--- src/rtl/bf_sequencer.sv ---
// Arbitrage-engine phase scheduler: init, NODES-1 relax passes, then cycle detect, sharing vertmat/adjmat ports.
// States: IDLE accept updates | *_RST launch pulse | *_WAIT await done/watchdog | FINISH run_done pulse.
module bf_sequencer #(
  parameter int NODES    = 16,
  parameter int ADDR_W   = 4,
  parameter int WEIGHT_W = 32,
  parameter int VERT_W   = 36,
  parameter int TIMEOUT  = 65535,
  parameter int AUTO_RUN = 1
) (
  input  logic                clk,
  input  logic                reset,
  input  logic                start,
  input  logic                upd_valid,
  input  logic [ADDR_W-1:0]   upd_row,
  input  logic [ADDR_W-1:0]   upd_col,
  input  logic [WEIGHT_W-1:0] upd_weight,
  output logic                upd_ready,
  output logic                init_reset,
  input  logic                init_done,
  input  logic [ADDR_W-1:0]   init_vertmat_addr,
  input  logic                init_vertmat_we,
  input  logic [VERT_W-1:0]   init_vertmat_wdata,
  output logic                relax_reset,
  input  logic                relax_done,
  input  logic [ADDR_W-1:0]   relax_vertmat_addr,
  input  logic                relax_vertmat_we,
  input  logic [VERT_W-1:0]   relax_vertmat_wdata,
  input  logic [ADDR_W-1:0]   relax_adjmat_row_addr,
  input  logic [ADDR_W-1:0]   relax_adjmat_col_addr,
  output logic                cycle_reset,
  input  logic                cycle_done,
  input  logic [ADDR_W-1:0]   cycle_vertmat_addr,
  input  logic [ADDR_W-1:0]   cycle_adjmat_row_addr,
  input  logic [ADDR_W-1:0]   cycle_adjmat_col_addr,
  output logic [ADDR_W-1:0]   vertmat_addr,
  output logic                vertmat_we,
  output logic [VERT_W-1:0]   vertmat_wdata,
  output logic [ADDR_W-1:0]   adjmat_row_addr,
  output logic [ADDR_W-1:0]   adjmat_col_addr,
  output logic                adjmat_we,
  output logic [WEIGHT_W-1:0] adjmat_wdata,
  output logic                busy,
  output logic                run_done,
  output logic [ADDR_W-1:0]   pass_count,
  output logic                timeout_err
);

  localparam int                WD_W      = $clog2(TIMEOUT + 1);
  localparam logic [WD_W-1:0]   WD_LAST   = WD_W'(TIMEOUT - 1);
  localparam logic [ADDR_W-1:0] LAST_PASS = ADDR_W'(NODES - 1);

  typedef enum logic [2:0] {
    S_IDLE,
    S_INIT_RST,
    S_INIT_WAIT,
    S_RELAX_RST,
    S_RELAX_WAIT,
    S_CYCLE_RST,
    S_CYCLE_WAIT,
    S_FINISH
  } state_t;

  state_t            state_q, state_d;
  logic              start_pend_q, start_pend_d;
  logic              dirty_q, dirty_d;
  logic [WD_W-1:0]   wd_q, wd_d;
  logic [ADDR_W-1:0] pass_q, pass_d;
  logic              terr_q, terr_d;

  always_ff @(posedge clk or posedge reset) begin
    if (reset) begin
      state_q      <= S_IDLE;
      start_pend_q <= 1'b0;
      dirty_q      <= 1'b0;
      wd_q         <= '0;
      pass_q       <= '0;
      terr_q       <= 1'b0;
    end else begin
      state_q      <= state_d;
      start_pend_q <= start_pend_d;
      dirty_q      <= dirty_d;
      wd_q         <= wd_d;
      pass_q       <= pass_d;
      terr_q       <= terr_d;
    end
  end

  always_comb begin
    state_d         = state_q;
    start_pend_d    = start_pend_q;
    dirty_d         = dirty_q;
    wd_d            = wd_q;
    pass_d          = pass_q;
    terr_d          = terr_q;
    upd_ready       = 1'b0;
    init_reset      = 1'b0;
    relax_reset     = 1'b0;
    cycle_reset     = 1'b0;
    vertmat_addr    = '0;
    vertmat_we      = 1'b0;
    vertmat_wdata   = '0;
    adjmat_row_addr = '0;
    adjmat_col_addr = '0;
    adjmat_we       = 1'b0;
    adjmat_wdata    = '0;

    case (state_q)
      S_IDLE: begin
        upd_ready       = 1'b1;
        adjmat_we       = upd_valid;
        adjmat_row_addr = upd_row;
        adjmat_col_addr = upd_col;
        adjmat_wdata    = upd_weight;
        if (upd_valid) dirty_d = 1'b1;
        if (start) start_pend_d = 1'b1;
        // a pending update always wins so the run sees the freshest prices
        if ((start || start_pend_q || ((AUTO_RUN != 0) && dirty_q)) && !upd_valid) begin
          state_d      = S_INIT_RST;
          start_pend_d = 1'b0;
          dirty_d      = 1'b0;
          terr_d       = 1'b0;
          pass_d       = ADDR_W'(1);
        end
      end
      S_INIT_RST, S_INIT_WAIT: begin
        vertmat_addr  = init_vertmat_addr;
        vertmat_we    = init_vertmat_we;
        vertmat_wdata = init_vertmat_wdata;
        if (state_q == S_INIT_RST) begin
          init_reset = 1'b1;
          wd_d       = '0;
          state_d    = S_INIT_WAIT;
        end else begin
          wd_d = wd_q + 1'b1;
          if (init_done) state_d = S_RELAX_RST;
          else if (wd_q == WD_LAST) begin
            terr_d  = 1'b1;
            state_d = S_FINISH;
          end
        end
      end
      S_RELAX_RST, S_RELAX_WAIT: begin
        vertmat_addr    = relax_vertmat_addr;
        vertmat_we      = relax_vertmat_we;
        vertmat_wdata   = relax_vertmat_wdata;
        adjmat_row_addr = relax_adjmat_row_addr;
        adjmat_col_addr = relax_adjmat_col_addr;
        if (state_q == S_RELAX_RST) begin
          relax_reset = 1'b1;
          wd_d        = '0;
          state_d     = S_RELAX_WAIT;
        end else begin
          wd_d = wd_q + 1'b1;
          if (relax_done) begin
            if (pass_q == LAST_PASS) state_d = S_CYCLE_RST;
            else begin
              pass_d  = pass_q + 1'b1;
              state_d = S_RELAX_RST;
            end
          end else if (wd_q == WD_LAST) begin
            terr_d  = 1'b1;
            state_d = S_FINISH;
          end
        end
      end
      S_CYCLE_RST, S_CYCLE_WAIT: begin
        vertmat_addr    = cycle_vertmat_addr;
        adjmat_row_addr = cycle_adjmat_row_addr;
        adjmat_col_addr = cycle_adjmat_col_addr;
        if (state_q == S_CYCLE_RST) begin
          cycle_reset = 1'b1;
          wd_d        = '0;
          state_d     = S_CYCLE_WAIT;
        end else begin
          wd_d = wd_q + 1'b1;
          if (cycle_done) state_d = S_FINISH;
          else if (wd_q == WD_LAST) begin
            terr_d  = 1'b1;
            state_d = S_FINISH;
          end
        end
      end
      S_FINISH: state_d = S_IDLE;
      default:  state_d = S_IDLE;
    endcase
  end

  assign busy        = (state_q != S_IDLE);
  assign run_done    = (state_q == S_FINISH);
  assign pass_count  = pass_q;
  assign timeout_err = terr_q;

endmodule
--- config.mk ---
export PLATFORM = sky130hd
export DESIGN_NAME = bf_sequencer
export DESIGN_NICKNAME = d
export VERILOG_FILES = /design/src/rtl/bf_sequencer.sv
export SDC_FILE = /design/constraint.sdc
export NUM_CORES = 1
export LEC_CHECK = 0
export CAP_MARGIN = 30
export CORE_MARGIN = 4
export CORE_UTILIZATION = 25
export CTS_CLUSTER_DIAMETER = 40
export CTS_CLUSTER_SIZE = 10
export DETAILED_ROUTE_END_ITERATION = 6
export PLACE_DENSITY_LB_ADDON = 0.25
export SLEW_MARGIN = 20
export SYNTH_ARGS = -nofsm -noshare
export SYNTH_HDL_FRONTEND = slang
export SYNTH_SLANG_ARGS = --single-unit
--- constraint.sdc ---
create_clock -name clk -period 2.6 [get_ports clk]
set_clock_uncertainty 0.2 [all_clocks]
set_input_delay 0.52 -clock clk [delete_from_list [all_inputs] [get_ports clk]]
set_output_delay 0.52 -clock clk [all_outputs]
set_load 0.05 [all_outputs]
==> qor.txt, run 1 <==
========================================================================================
Portion of the clock cycle consumed by the worst path in the final layout           1.02
Initial core utilization                                                           0.260
Number of DRC markers in iteration 0                                                 251
DR pass1 iterations                                                                    4
Number of global-route vias before repair                                           3648
Aggregate global routing overflow                                                      0
Clock-pin slew on the worst setup and hold paths                                  100 ps
Number of antenna diodes                                                               0
Final hold vios                                                                        0
Worst-case hold slack                                                             299 ps
Hold/Removal Path Class                                                       reg -> reg
Fin worst setup slack                                                           -45.9 ps
Number of vias per cell                                                             5.39
Final layout net count                                                               737
Gate count of the mapped netlist                                                     328
Clock latency of the later-clocked register in the worst-skew pair                280 ps
Power density cells                                                         1590 nW/um^2
Max Clock Freq                                                                   378 MHz
Run status                                                                  finished with violations
Failing checks                                                              negative setup slack
Total global-route track usage                                                     0.210
Slew Viols, Final                                                                      0
Die boundary width                                                           113 microns
Element type at the critical path start                                         register
Arrival time at the worst endpoint                                               1930 ps
Number of setup violations in the final report                                         9
Die area                                                                     12700 sq um
Pin count of the biggest net entering global routing                                  36
Crit path time final                                                             2650 ps
Number of enable flip-flop cells after synthesis                                       0
Utilization after layout                                                           0.667
Post-Synthesis Cell Area                                                      2740 sq um
Layout Area Growth over Synthesis                                                   156%
Number of synthesized register bits                                                   26
Max incr delay on CP                                                              430 ps
Clock sink count                                                                      26
Number of library cell types mapped by synthesis                                      59
Total nets after synthesis                                                           480
Most used DFF post-synth                                                         dfrtp_1
Clock buffer depth                                                                     2
Leakage dissipation                                                              2.86 nW
Pre-CTS worst setup slack                                                        69.0 ps
Post-DR wirelength/cell                                                     21.7 microns
Most numerous cell types in the synthesized netlist                         a22o_1 (39), and2_1 (34), dfrtp_1 (26)
Vertical extent of the die                                                   113 microns
CP Data Required Time                                                            1880 ps
Top fanout value on the critical path                                                  7
TritonCTS clock tree                                                                done
Number of max-cap violations                                                           0
Worst-path cell with the longest stage delay                                     dfrtp_1
Core footprint                                                               10500 sq um
Cts bufs inserted                                                                      3
I/O pins                                                                             242
Remaining routing DRC violations                                                       0
Sequential fraction of the synthesis area                                          0.238
Number of filler instances in the final layout                                       759
Crit. End Element                                                           primary output
Total wire length                                                           15600 microns
CTS root buf                                                                    clkbuf_8
Average cell area after synthesis                                             8.34 sq um
Highest ir drop seen on vdd                                                      1.03 mV
Worst Max-Slew Pin Slew                                                           545 ps
Standard-cell rows                                                                    37
Share of synthesized registers carrying an async set or reset                       1.00
Setup repair after global routing missed its margin                                 true
Critical path class                                                           reg -> out
Synth top area share                                                               0.238
Post-DRT Antenna Nets                                                                  0
List of cells traversed by the critical path                                buf_6, and2b_4, buf_6, o2bb2ai_4, a22o_1, buf_12
Biggest area contributors in the synthesized netlist                        dfrtp_1 (24%), a22o_1 (12%), and2_1 (7.8%)
Most Frequent Cell on Critical Path                                                buf_6
Count of cells along the worst register-to-register path                               6
Synthesis warning total                                                                0
Wire length of the first global-routing pass                                21000 microns
Initial antenna violation count                                                        0
Worst setup slack for register-to-register paths                                  510 ps
Worst hold path depth                                                                  1
Share of final-layout standard cells stronger than drive strength 1                0.351
Most instantiated library cell after synthesis                                    a22o_1
Library cell occupying the most area in the post-synthesis netlist               dfrtp_1
Total via count in the routed design                                                3884
H-tree depth reported by CTS                                                           1
Detailed placement HPWL                                                     11600 microns
Placer Congestion                                                                  0.850
Port Buffer Count                                                                    241
Max-slew headroom                                                                  0.636
========================================================================================
layer usage:
layer	wire length (microns)	global-route usage	part of all wire	vias up
li1	-	-	-	1788
met1	5530	0.237	0.35	1868
met2	8240	0.386	0.53	198
met3	1440	0.0668	0.092	30
met4	413	0.0393	0.026	0
met5	0	0	0	-
registers in the layout, indices dropped and copies added (netlist names):
| name | cells |
|---|---|
| timeout_err | 1 |
| pass_count | 4 |
| start_pend_q | 1 |
| dirty_q | 1 |
| state_q | 3 |
| wd_q | 16 |
critical path, delay by kind of cell (launching register included):
| kind | cells | cell delay (ps) |
|---|---|---|
| AOI/OAI and AO/OA | 2 | 400 |
| buffers and inverters | 3 | 440 |
| DFF | 1 | 430 |
| and+or+nand+nor | 1 | 370 |
cells in the final DEF, fill, tap and decap left out, types with 3 or more instances in the layout:
master             n
nand2_1           21
and2_2             9
mux2i_1           12
mux2_2             4
clkbuf_16          4
nor2_2             4
clkdlybuf4s50_1  153
o2bb2ai_4          5
nor3b_1            3
nor2_4             3
nand2_2            4
nand3_1           13
a22oi_1            5
a221oi_2          12
buf_12            96
clkbuf_8           3
a21oi_1           10
o22ai_1            6
a22o_4            17
and2_1            25
a22o_1            22
nand2b_1           5
a221oi_1           4
nand4_1            6
dfrtp_1           24
o21a_1             3
o21ai_1            4
ha_1               3
inv_1              5
nor2_1            21
a32oi_1            3
buf_6              7
buf_4             14
kinds of logic after synthesis:
kind of cell             after synthesis  share of synthesized area
XOR/XNOR                               1                    0.00595
flip-flops                            26                      0.238
AO/OA/AOI/OAI                        109                      0.320
multiplexers                          20                     0.0769
adder cells (fa/ha/maj)                3                     0.0137
buffers and inverters                 35                     0.0650
AND/OR/NAND/NOR                      134                      0.280
metrics by stage:
step	area [sq um]	total power, mW	std cells	setup TNS (ps)
5_1_grt	7010	11.5	720	-1750
3_3_place_gp	6210	9.33	693	0
2_1_floorplan	2750	5.18	328	0
3_5_place_dp	6210	9.40	693	0
6_report	7010	11.1	720	-271
4_1_cts	6400	9.98	701	-1140
layout make-up:
class / instances / area (sq um) / area share
clock buffer: 3 / 41.3 / 0.00589
clock inverter: 1 / 30.0 / 0.00428
inverter: 8 / 41.3 / 0.00589
multi-input combinational: 271 / 2330 / 0.332
sequential: 26 / 653 / 0.0931
tap: 136 / 170 / 0.0243
timing repair buffer: 275 / 3750 / 0.535
report_power, final:
group | total [mW] | internal (mW) | switching [mW]
registers | 0.620 | 0.496 | 0.124
logic | 10.2 | 4.74 | 5.41
clock network | 0.348 | 0.206 | 0.142
final timing paths:
check | start | end
hold / removal | dirty_q$_DFFE_PP0P_ | dirty_q$_DFFE_PP0P_
hold reg to reg | dirty_q$_DFFE_PP0P_ | dirty_q$_DFFE_PP0P_
setup / recovery | state_q[0]$_DFFE_PP0P_ | vertmat_wdata[35]
min in group asynchronous | reset | wd_q[11]$_DFFE_PP0P_
max in group asynchronous | reset | state_q[2]$_DFFE_PP0P_
setup reg to reg | wd_q[0]$_DFFE_PP0P_ | timeout_err$_DFFE_PP0P_
repair_timing:
item                                    4_1_cts  5_1_grt
buffers inserted                              2       13
hold buffers                                  0        0
endpoints found under the setup margin       80       83
pin swaps                                     4       29
gates cloned                                  2        6
resized for setup                            16       58
(Power assumes the default switching activity.)
==> inputs of run 2 (changes only) <==
--- a/config.mk
+++ b/config.mk
@@ -5,7 +5,7 @@
 export SDC_FILE = /design/constraint.sdc
 export NUM_CORES = 1
 export LEC_CHECK = 0
-export CAP_MARGIN = 30
+export CAP_MARGIN = 10
 export CORE_MARGIN = 4
 export CORE_UTILIZATION = 25
 export CTS_CLUSTER_DIAMETER = 40
==> results of run 2 <==
Same layout as run 1: the final DEF is identical, and so are final timing and power.
==> variant, RTL diff (config.mk and constraints of run 2) <==
The parameter `WEIGHT_W` goes from 32 to 40.
--- a/src/rtl/bf_sequencer.sv
+++ b/src/rtl/bf_sequencer.sv
@@ -3,7 +3,7 @@
 module bf_sequencer #(
   parameter int NODES    = 16,
   parameter int ADDR_W   = 4,
-  parameter int WEIGHT_W = 32,
+  parameter int WEIGHT_W = 40,
   parameter int VERT_W   = 36,
   parameter int TIMEOUT  = 65535,
   parameter int AUTO_RUN = 1
Ports: changed (resized adjmat_wdata and upd_weight); port bits go from 242 to 258. No check against the original RTL was run, so the function may have changed too.
==> variant against run 2 <==
The flow still finishes with violations (negative setup slack). Count of clock-buffer cells in the layout unchanged. Fmax up 0.11%. Routed wire length up 1.4%. Synthesized area down 4.9%. Register-to-register slack worse by 0.40 ns. Hold slack worse by 0.0073 ns. Design area up 5.1%. Die area down 4.6%. Worst setup slack better by 0.0028 ns. Total power up 4.0%. Sequential share of layout area down 0.43 points. Synthesized cell count down 0.30%. Sequential cell count unchanged.
==> variant: results (changes against run 2) <==
metric,value,unit,change
via count,3919,,"was 3,884"
R2R cell count,8,,was 6
synth cell count leaders,"and2_1, a22o_1, dfrtp_1",,"was a22o_1, and2_1, dfrtp_1"
vias in the first global route,3732,,"was 3,648"
Tot GR Track Use,22.65,%,was 20.95%
register area share after synthesis,25.02,%,was 23.79%
peak supply drop,1.189,mV,was 1.031 mV
worst setup path endpoint,vertmat_wdata[19],,was vertmat_wdata[35]
layout cells sized above 1,41.03,%,was 35.10%
ranking of synthesized cells by area,"dfrtp_1, a22o_1, and2_1, mux2_2, nand2_1",,"was dfrtp_1, a22o_1, and2_1, a221oi_1, mux2i_1"
GP Congestion,0.7932,,was 0.8497
post-cts resize count,12,,was 16
Worst-Margin Slew,0.5694,ns,was 0.5446 ns
"Slowest-stage cell, CP",dfrtp_2,,was dfrtp_1
met1 usage,23.85,%,was 23.68%
Final WS setup,-0.04305,ns,was -0.04590 ns
GR Util met2,44.28,%,was 38.63%
Initial DRC Count,168,,was 251
met3 Usage GRT,6.989,%,was 6.685%
CP max stage delay,0.45,ns,was 0.43 ns
met3 WL,1.376,mm,was 1.439 mm
initial antenna violation count,2,,was 0
Combinational Power,10.6,mW,was 10.2 mW
failing checks,negative setup slack,,unchanged
outcome,"complete, but fails checks",,unchanged
setup TNS,-0.2388,ns,was -0.2711 ns
RR Endpoint,wd_q[12],,was timeout_err
Final Hold Slack,0.2916,ns,was 0.2989 ns
final setup fails,15,,was 9
largest net degree at the start of global routing,39,,was 36
first-pass GRT wire length,21.06,mm,was 21.02 mm
fillers,670,,was 759
Reg2Reg Launch Point,state_q[0],,was wd_q[0]
variant: changes by cell type after synthesis, moves of 6 or more:
cell             run 2  this run
a221oi_1            16         9
and2_1              34        44
buf_2               16         5
clkbuf_1             5        20
nor2_1              25        15
nor2b_1              1         9
o21ai_0              6        16
o22ai_1              6         0
variant: kinds of logic (layout without fill, tap and decap cells):
group	count (synthesis)	in the layout	share of synthesized area, %
AO/OA/AOI/OAI	103	106	29.21
XOR/XNOR	6	6	2.021
adder cells (fa/ha/maj)	3	3	1.444
buffers and inverters	34	323	5.678
flip-flops	26	26	25.02
multiplexers	16	16	6.593
AND/OR/NAND/NOR	139	139	30.03
variant: cell type report:
type	count	area [µm²]	share of cell area, %
clock inverters	1	30.03	0.4073
clock buffers	3	41.29	0.5601
multi-input cells	270	2236	30.33
repair inverters	2	15.01	0.2037
inverters	5	31.28	0.4243
well taps	133	166.4	2.257
flip-flops and latches	26	654.4	8.876
repair buffers	312	4198	56.94
